$ cat src/rtl/gerador_diferenca_pkg.sv
// -----------------------------------------------------------------------------
// gerador_diferenca_pkg
// Shared definitions for the guessing-game compare front end:
//   - value / difference widths
//   - default round parameters
//   - FSM state encoding and the debug view exported by the top level
//   - helper that forms the 5-bit wrapped difference (attempt - secret)
// -----------------------------------------------------------------------------
package gerador_diferenca_pkg;

  localparam int VAL_W               = 4;  // width of secret and attempt
  localparam int DIF_W               = 5;  // sign bit + 4-bit two's complement
  localparam int MAX_TENTATIVAS_DEF  = 5;
  localparam int DEBOUNCE_CICLOS_DEF = 4;

  typedef enum logic [2:0] {
    AGUARDA_SENHA     = 3'd0,
    AGUARDA_TENTATIVA = 3'd1,
    COMPARA           = 3'd2,
    ACERTOU           = 3'd3,
    BLOQUEADO         = 3'd4
  } estado_t;

  // Debug view: current FSM state plus the last advisory "within 3" verdict.
  typedef struct packed {
    estado_t estado;
    logic    ate3;
  } dbg_t;

  // Both operands are zero-extended so bit 4 of the result is the sign of the
  // true difference for the whole -15..+15 range.
  function automatic logic [DIF_W-1:0] calc_diferenca(
    input logic [VAL_W-1:0] tentativa,
    input logic [VAL_W-1:0] senha
  );
    return {1'b0, tentativa} - {1'b0, senha};
  endfunction

endpackage

$ cat src/rtl/gerador_diferenca_detector_borda.sv
// -----------------------------------------------------------------------------
// detector_borda
// Rising-edge pulse generator for the confirm button, with an optional
// debounce filter in front of it.
//
// Configuration macro: DEBOUNCE_EN
//   defined   : the level must be stable for DEBOUNCE_CICLOS consecutive
//               samples before the filtered level follows it
//   undefined : the raw level feeds the edge detector directly
//
// Ports:
//   clk      in  system clock
//   reset    in  asynchronous, active-high
//   i_nivel  in  button level (already synchronous to clk)
//   o_pulso  out high for one cycle when the (filtered) level goes 0 -> 1
// -----------------------------------------------------------------------------
module detector_borda #(
  parameter int DEBOUNCE_CICLOS = 4
) (
  input  logic clk,
  input  logic reset,
  input  logic i_nivel,
  output logic o_pulso
);

  logic w_nivel;
  logic r_anterior;

`ifdef DEBOUNCE_EN
  localparam int CNT_W = (DEBOUNCE_CICLOS > 1) ? $clog2(DEBOUNCE_CICLOS) : 1;

  logic [CNT_W-1:0] r_cnt;
  logic             r_filtrado;

  // r_cnt counts consecutive samples that disagree with the filtered level;
  // the DEBOUNCE_CICLOS-th disagreeing sample flips the filtered level.
  always_ff @(posedge clk or posedge reset) begin
    if (reset) begin
      r_cnt      <= '0;
      r_filtrado <= 1'b0;
    end else if (i_nivel != r_filtrado) begin
      if (r_cnt == CNT_W'(DEBOUNCE_CICLOS - 1)) begin
        r_filtrado <= i_nivel;
        r_cnt      <= '0;
      end else begin
        r_cnt <= r_cnt + 1'b1;
      end
    end else begin
      r_cnt <= '0;
    end
  end

  assign w_nivel = r_filtrado;
`else
  assign w_nivel = i_nivel;
`endif

  // The previous-level register always tracks the button, even while the
  // FSM ignores presses, so a held button never produces a late pulse.
  always_ff @(posedge clk or posedge reset) begin
    if (reset) r_anterior <= 1'b0;
    else       r_anterior <= w_nivel;
  end

  assign o_pulso = w_nivel & ~r_anterior;

  generate
    if (DEBOUNCE_CICLOS < 1) begin : g_param_invalido
      $error("detector_borda: DEBOUNCE_CICLOS must be at least 1");
    end
  endgenerate

endmodule

$ cat src/rtl/gerador_diferenca.sv
// -----------------------------------------------------------------------------
// gerador_diferenca
// Sequential front end of the guessing game's compare path. Latches the
// secret, accepts one attempt per confirm press, presents the signed
// difference (attempt - secret) to the downstream comparator, samples its
// verdict one cycle later, counts attempts and locks the round on a hit or
// when the attempt limit is reached.
//
// Configuration macro: DEBOUNCE_EN (debounce filter on confirmar, see
// detector_borda).
//
// Handshake: valido is a one-cycle strobe, high in the cycle after an accepted
// press; diff/sinal are valid in that cycle and hold until the next accepted
// attempt. The comparator answers on igual_in/ate3_in within that same cycle.
//
// Ports:
//   clk             in   system clock
//   reset           in   asynchronous, active-high, clears all state
//   senha_in[3:0]   in   secret value
//   carregar_senha  in   latch secret and start a new round (wins over a press)
//   tentativa_in    in   attempt value
//   confirmar       in   attempt button level
//   igual_in        in   comparator: difference is zero
//   ate3_in         in   comparator: |difference| <= 3, non-zero (advisory)
//   diff[3:0]       out  low 4 bits of attempt - secret
//   sinal           out  bit 4 of the difference (1 = negative)
//   valido          out  strobe: new attempt on diff/sinal
//   tentativas[2:0] out  attempts consumed this round
//   acertou         out  round won
//   bloqueado       out  round lost
//   dbg             out  FSM state and last advisory verdict
// -----------------------------------------------------------------------------
module gerador_diferenca
  import gerador_diferenca_pkg::*;
#(
  parameter int MAX_TENTATIVAS  = MAX_TENTATIVAS_DEF,
  parameter int DEBOUNCE_CICLOS = DEBOUNCE_CICLOS_DEF
) (
  input  logic             clk,
  input  logic             reset,
  input  logic [VAL_W-1:0] senha_in,
  input  logic             carregar_senha,
  input  logic [VAL_W-1:0] tentativa_in,
  input  logic             confirmar,
  input  logic             igual_in,
  input  logic             ate3_in,
  output logic [VAL_W-1:0] diff,
  output logic             sinal,
  output logic             valido,
  output logic [2:0]       tentativas,
  output logic             acertou,
  output logic             bloqueado,
  output dbg_t             dbg
);

  estado_t          r_estado;
  logic [VAL_W-1:0] r_senha;
  logic [VAL_W-1:0] r_diff;
  logic             r_sinal;
  logic             r_valido;
  logic [2:0]       r_tentativas;
  logic             r_acertou;
  logic             r_bloqueado;
  logic             r_ate3;

  logic             w_press;
  logic [DIF_W-1:0] w_d5;

  detector_borda #(
    .DEBOUNCE_CICLOS(DEBOUNCE_CICLOS)
  ) u_borda_confirmar (
    .clk     (clk),
    .reset   (reset),
    .i_nivel (confirmar),
    .o_pulso (w_press)
  );

  assign w_d5 = calc_diferenca(tentativa_in, r_senha);

  always_ff @(posedge clk or posedge reset) begin
    if (reset) begin
      r_estado     <= AGUARDA_SENHA;
      r_senha      <= '0;
      r_diff       <= '0;
      r_sinal      <= 1'b0;
      r_valido     <= 1'b0;
      r_tentativas <= '0;
      r_acertou    <= 1'b0;
      r_bloqueado  <= 1'b0;
      r_ate3       <= 1'b0;
    end else begin
      r_valido <= 1'b0;
      // Loading a secret overrides everything, including a press that lands
      // in the same cycle; that press is simply lost.
      if (carregar_senha) begin
        r_senha      <= senha_in;
        r_tentativas <= '0;
        r_acertou    <= 1'b0;
        r_bloqueado  <= 1'b0;
        r_ate3       <= 1'b0;
        r_estado     <= AGUARDA_TENTATIVA;
      end else begin
        case (r_estado)
          AGUARDA_TENTATIVA: begin
            if (w_press) begin
              r_sinal      <= w_d5[DIF_W-1];
              r_diff       <= w_d5[VAL_W-1:0];
              r_valido     <= 1'b1;
              r_tentativas <= r_tentativas + 3'd1;
              r_estado     <= COMPARA;
            end
          end
          COMPARA: begin
            // Verdict refers to the diff presented this cycle; ate3_in is
            // recorded for observation only and never steers the FSM.
            r_ate3 <= ate3_in;
            if (igual_in) begin
              r_acertou <= 1'b1;
              r_estado  <= ACERTOU;
            end else if (r_tentativas == 3'(MAX_TENTATIVAS)) begin
              r_bloqueado <= 1'b1;
              r_estado    <= BLOQUEADO;
            end else begin
              r_estado <= AGUARDA_TENTATIVA;
            end
          end
          ACERTOU:   r_estado <= ACERTOU;
          BLOQUEADO: r_estado <= BLOQUEADO;
          default:   r_estado <= AGUARDA_SENHA;
        endcase
      end
    end
  end

  assign diff       = r_diff;
  assign sinal      = r_sinal;
  assign valido     = r_valido;
  assign tentativas = r_tentativas;
  assign acertou    = r_acertou;
  assign bloqueado  = r_bloqueado;
  assign dbg        = {r_estado, r_ate3};

  generate
    if (MAX_TENTATIVAS < 1 || MAX_TENTATIVAS > 7) begin : g_param_invalido
      $error("gerador_diferenca: MAX_TENTATIVAS must be in 1..7");
    end
  endgenerate

endmodule

$ cat config.mk
export PLATFORM = sky130hd
export DESIGN_NAME = gerador_diferenca
export DESIGN_NICKNAME = d
export VERILOG_FILES = /design/src/rtl/gerador_diferenca_pkg.sv /design/src/rtl/gerador_diferenca_detector_borda.sv /design/src/rtl/gerador_diferenca.sv
export SDC_FILE = /design/constraint.sdc
export NUM_CORES = 1
export LEC_CHECK = 0
export CAP_MARGIN = 20
export CORE_ASPECT_RATIO = 1.5
export CORE_MARGIN = 2
export CORE_UTILIZATION = 45
export CTS_CLUSTER_DIAMETER = 60
export DETAILED_ROUTE_END_ITERATION = 10
export HOLD_SLACK_MARGIN = 0.1
export PLACE_DENSITY = 0.88
export SETUP_SLACK_MARGIN = 0.1
export SLEW_MARGIN = 15
export SYNTH_ARGS = -nofsm -noshare
export SYNTH_HDL_FRONTEND = slang
export SYNTH_SLANG_ARGS = --single-unit
$ cat constraint.sdc
create_clock -name clk -period 1.9 [get_ports clk]
set_input_delay 0.38 -clock clk [delete_from_list [all_inputs] [get_ports clk]]
set_output_delay 0.38 -clock clk [all_outputs]
set_load 0.1 [all_outputs]
==> results.cfg, run 1 <==
[flow_run]
drv_cap = 0

[power]
power_density_nw_per_um2 = 1100
ir_worst_vdd_uv = 696
leakagePower_nw = 0.643

[clock_network]
clock-root-buffer = clkbuf_4
htreeDepth = 1
numCtsBuffers = 3
cts.repair.resized = 0
clk_pin_slew_ns = 0.12
postCtsSetupRepairBufs = 0
clkLatencyLatePin_ns = 0.30
cts_max_path_buffers = 2
cts_tree = built
holdBufCountCts = 0
clock_sinks = 20

[die]
fp.dieW_um = 42.0
num_io_pins = 29
die_height_um = 60.9
num_rows = 20
core_region_area_um2 = 2030
die_area_um2 = 2560
initial_core_util = 0.480

[drt]
drt-vias-per-instance = 5.08
drc = 0
vias = 762
drtPass1Iterations = 4
met3RoutedLength_um = 83
drt_iter0_markers = 10
wl_per_cell_um = 12.9
top_layer_used = met4
wl_met2_mm = 1.06
routed_wl_mm = 1.94
drt-met1-wl_um = 761
antenna_left = 0

[sta]
setup_viol = 0
slew_viol_final = 0
worstMarginPinSlew_ns = 0.270
timing.fmax_mhz = 598
rsz0062_at_grt = false
finalWorstSetupSlack_ns = 0.229
min_period_ns = 1.67
relSlewSlack = 0.820
final-hold-violation-count = 0
fin_crit_sh = 0.879
skew_ns = 0.00529

[final_layout]
syn2layout_area_growth_pct = 43.6
nNetsFinal = 150
final_layout_size_suffix_gt1_frac = 0.258
diodes = 0
final_area_um2 = 1400
fillers = 158

[logic_synthesis]
synth_edf_count = 0
synthCells = 92
ys_seq_area_frac = 0.515
synthesis.nets = 113
synth.distinct_cells = 26
ys_async_sr_fraction = 1.00
netlist_area_um2 = 972
syn_avg_cell_area_um2 = 10.6
ys_ff_latch = 20
synth-main-ff-cell = dfrtp_1
yosysWarnings = 0

[worst_setup_path]
required_ns = 2.15
slowest_stage = clkdlybuf4s50_1
r2r-start = r_estado[2]$_DFFE_PP0P_
crit_path_end_kind = flop
slowest_delay_ns = 0.40
endpoint = sinal$_DFFE_PP0P_
worstPathArrival_ns = 1.92
cpMostUsedCell = inv_1
reg2reg_slack_ns = 0.25
reg2reg_depth = 5
cp.depth = 8
worst-setup-path-type = primary input to flop
cp-startpoint = tentativa_in[0]
worst-path-buf-inv = 3
cp-start-kind = primary input
crit_chain = clkdlybuf4s50_1, inv_1, ha_1, inv_1, fa_1, a21o_1, a21oi_1, mux2_4
crit_family = adder cells
r2r_end = diff[2]$_DFFE_PP0P_
cp_max_fo = 2

[hold_path]
worstHoldPathType = primary input to asynchronous set/reset pin

[grt]
grt_max_degree = 21
grt_first_pass_wirelength_mm = 3.31
grt_pass1_vias = 807
grt_usage = 0.170
grt_overflow = 0
antenna_found_initial = 0

[placed_design]
port_buffers = 28
gp_congestion = 0.796
preCtsSetupSlack_ns = -0.0914
dp_hpwl_mm = 1.51
placed_area_um2 = 1360

[status]
status = complete, no violations
final cells by class:
cell class | instances | area, µm² | area share
clock buffers | 4 | 36.3 | 0.0260
inverters | 11 | 41.3 | 0.0296
multi-input cells | 59 | 419 | 0.300
flip-flops and latches | 20 | 509 | 0.365
well taps | 22 | 27.5 | 0.0197
repair buffers | 34 | 363 | 0.260
synthesized netlist by cell type, drive strengths merged (2+ instances only):
cell type,n,area (µm²)
ha,6,75.1
o21bai,2,15.0
inv,11,41.3
dfrtp,20,500
xnor2,3,26.3
o21ai,6,30.0
nand2b,2,12.5
mux2,3,41.3
nor2,8,30.0
nor3,6,41.3
nand2,6,22.5
a21oi,7,35.0
nor2b,2,12.5
state kept, by name, indices dropped and copies added (netlist names), 3 cells and up:
register and flops:
diff 4, tentativas 3, r_estado 3, r_senha 4
through the flow:
| step | setup TNS (ns) | std cells | utilization | hold WS [ns] | total power, mW |
|---|---|---|---|---|---|
| after floorplan | 0 | 92 | - | 0.344 | 1.10 |
| after global placement | -0.0318 | 146 | 0.671 | 0.485 | 1.29 |
| after detailed placement | -0.213 | 146 | 0.671 | 0.492 | 1.31 |
| after CTS | 0 | 150 | 0.689 | 0.393 | 1.55 |
| after global routing | 0 | 150 | 0.689 | 0.400 | 1.60 |
| final | 0 | 150 | 0.689 | 0.388 | 1.54 |
routing by layer:
metal	vias to the layer above	track usage
met5	-	0
met1	364	0.189
met4	0	0.0783
met3	2	0.0327
met2	20	0.315
li1	376	-
cell usage in the layout (no fill, tap or decap), types with 2 or more instances in the layout:
master | netlist | final
nor2b_1 | 2 | 2
clkdlybuf4s50_1 | 0 | 13
inv_1 | 11 | 11
clkbuf_4 | 0 | 3
nand2b_1 | 2 | 2
buf_12 | 0 | 6
ha_1 | 6 | 6
buf_4 | 1 | 15
nor3_1 | 5 | 5
o21ai_0 | 5 | 5
mux2_4 | 2 | 2
nand2_1 | 6 | 6
dfrtp_4 | 0 | 2
dfrtp_1 | 20 | 17
xnor2_1 | 3 | 3
a21oi_1 | 7 | 7
nor2_1 | 8 | 8
o21bai_1 | 2 | 2
power breakdown:
part | switching (mW) | internal, mW | leakage (nW) | total, mW
Clock | 0.130 | 0.117 | 0.0210 | 0.247
Combinational | 0.536 | 0.216 | 0.375 | 0.752
Sequential | 0.0504 | 0.492 | 0.248 | 0.542
Total | 0.717 | 0.824 | 0.643 | 1.54
cells by family (layout without fill, tap and decap cells):
group,count (synthesis),in the layout,share of synthesized area
AO/OA/AOI/OAI,19,19,0.112
XOR/XNOR,3,3,0.0270
adder cells (fa/ha/maj),7,7,0.0978
buffers and inverters,13,49,0.0541
flip-flops,20,20,0.515
multiplexers,4,4,0.0528
AND/OR/NAND/NOR,26,26,0.142
how the worst min path moves through the flow:
stage,startpoint,end,slack [ns]
2_1_floorplan,reset,acertou$_DFFE_PP0P_,0.34
3_3_place_gp,acertou$_DFFE_PP0P_,acertou$_DFFE_PP0P_,0.49
3_5_place_dp,acertou$_DFFE_PP0P_,acertou$_DFFE_PP0P_,0.49
4_1_cts,reset,valido$_DFF_PP0_,0.39
5_1_grt,reset,valido$_DFF_PP0_,0.40
6_report,reset,valido$_DFF_PP0_,0.39
worst register-to-register path, cell delays in order (launching register included):
cell and delay [ns]:
dfrtp_4 0.53, or3b_4 0.44, nor3_4 0.24, buf_4 0.18, nor2_1 0.04, a21oi_1 0.14
(Power assumes the default switching activity.)
==> run 2, diff against run 1 <==
CTS_CLUSTER_SIZE = 16   (was not set)
==> results of run 2 <==
The final DEF is identical to that of run 1; final timing and power are the same.
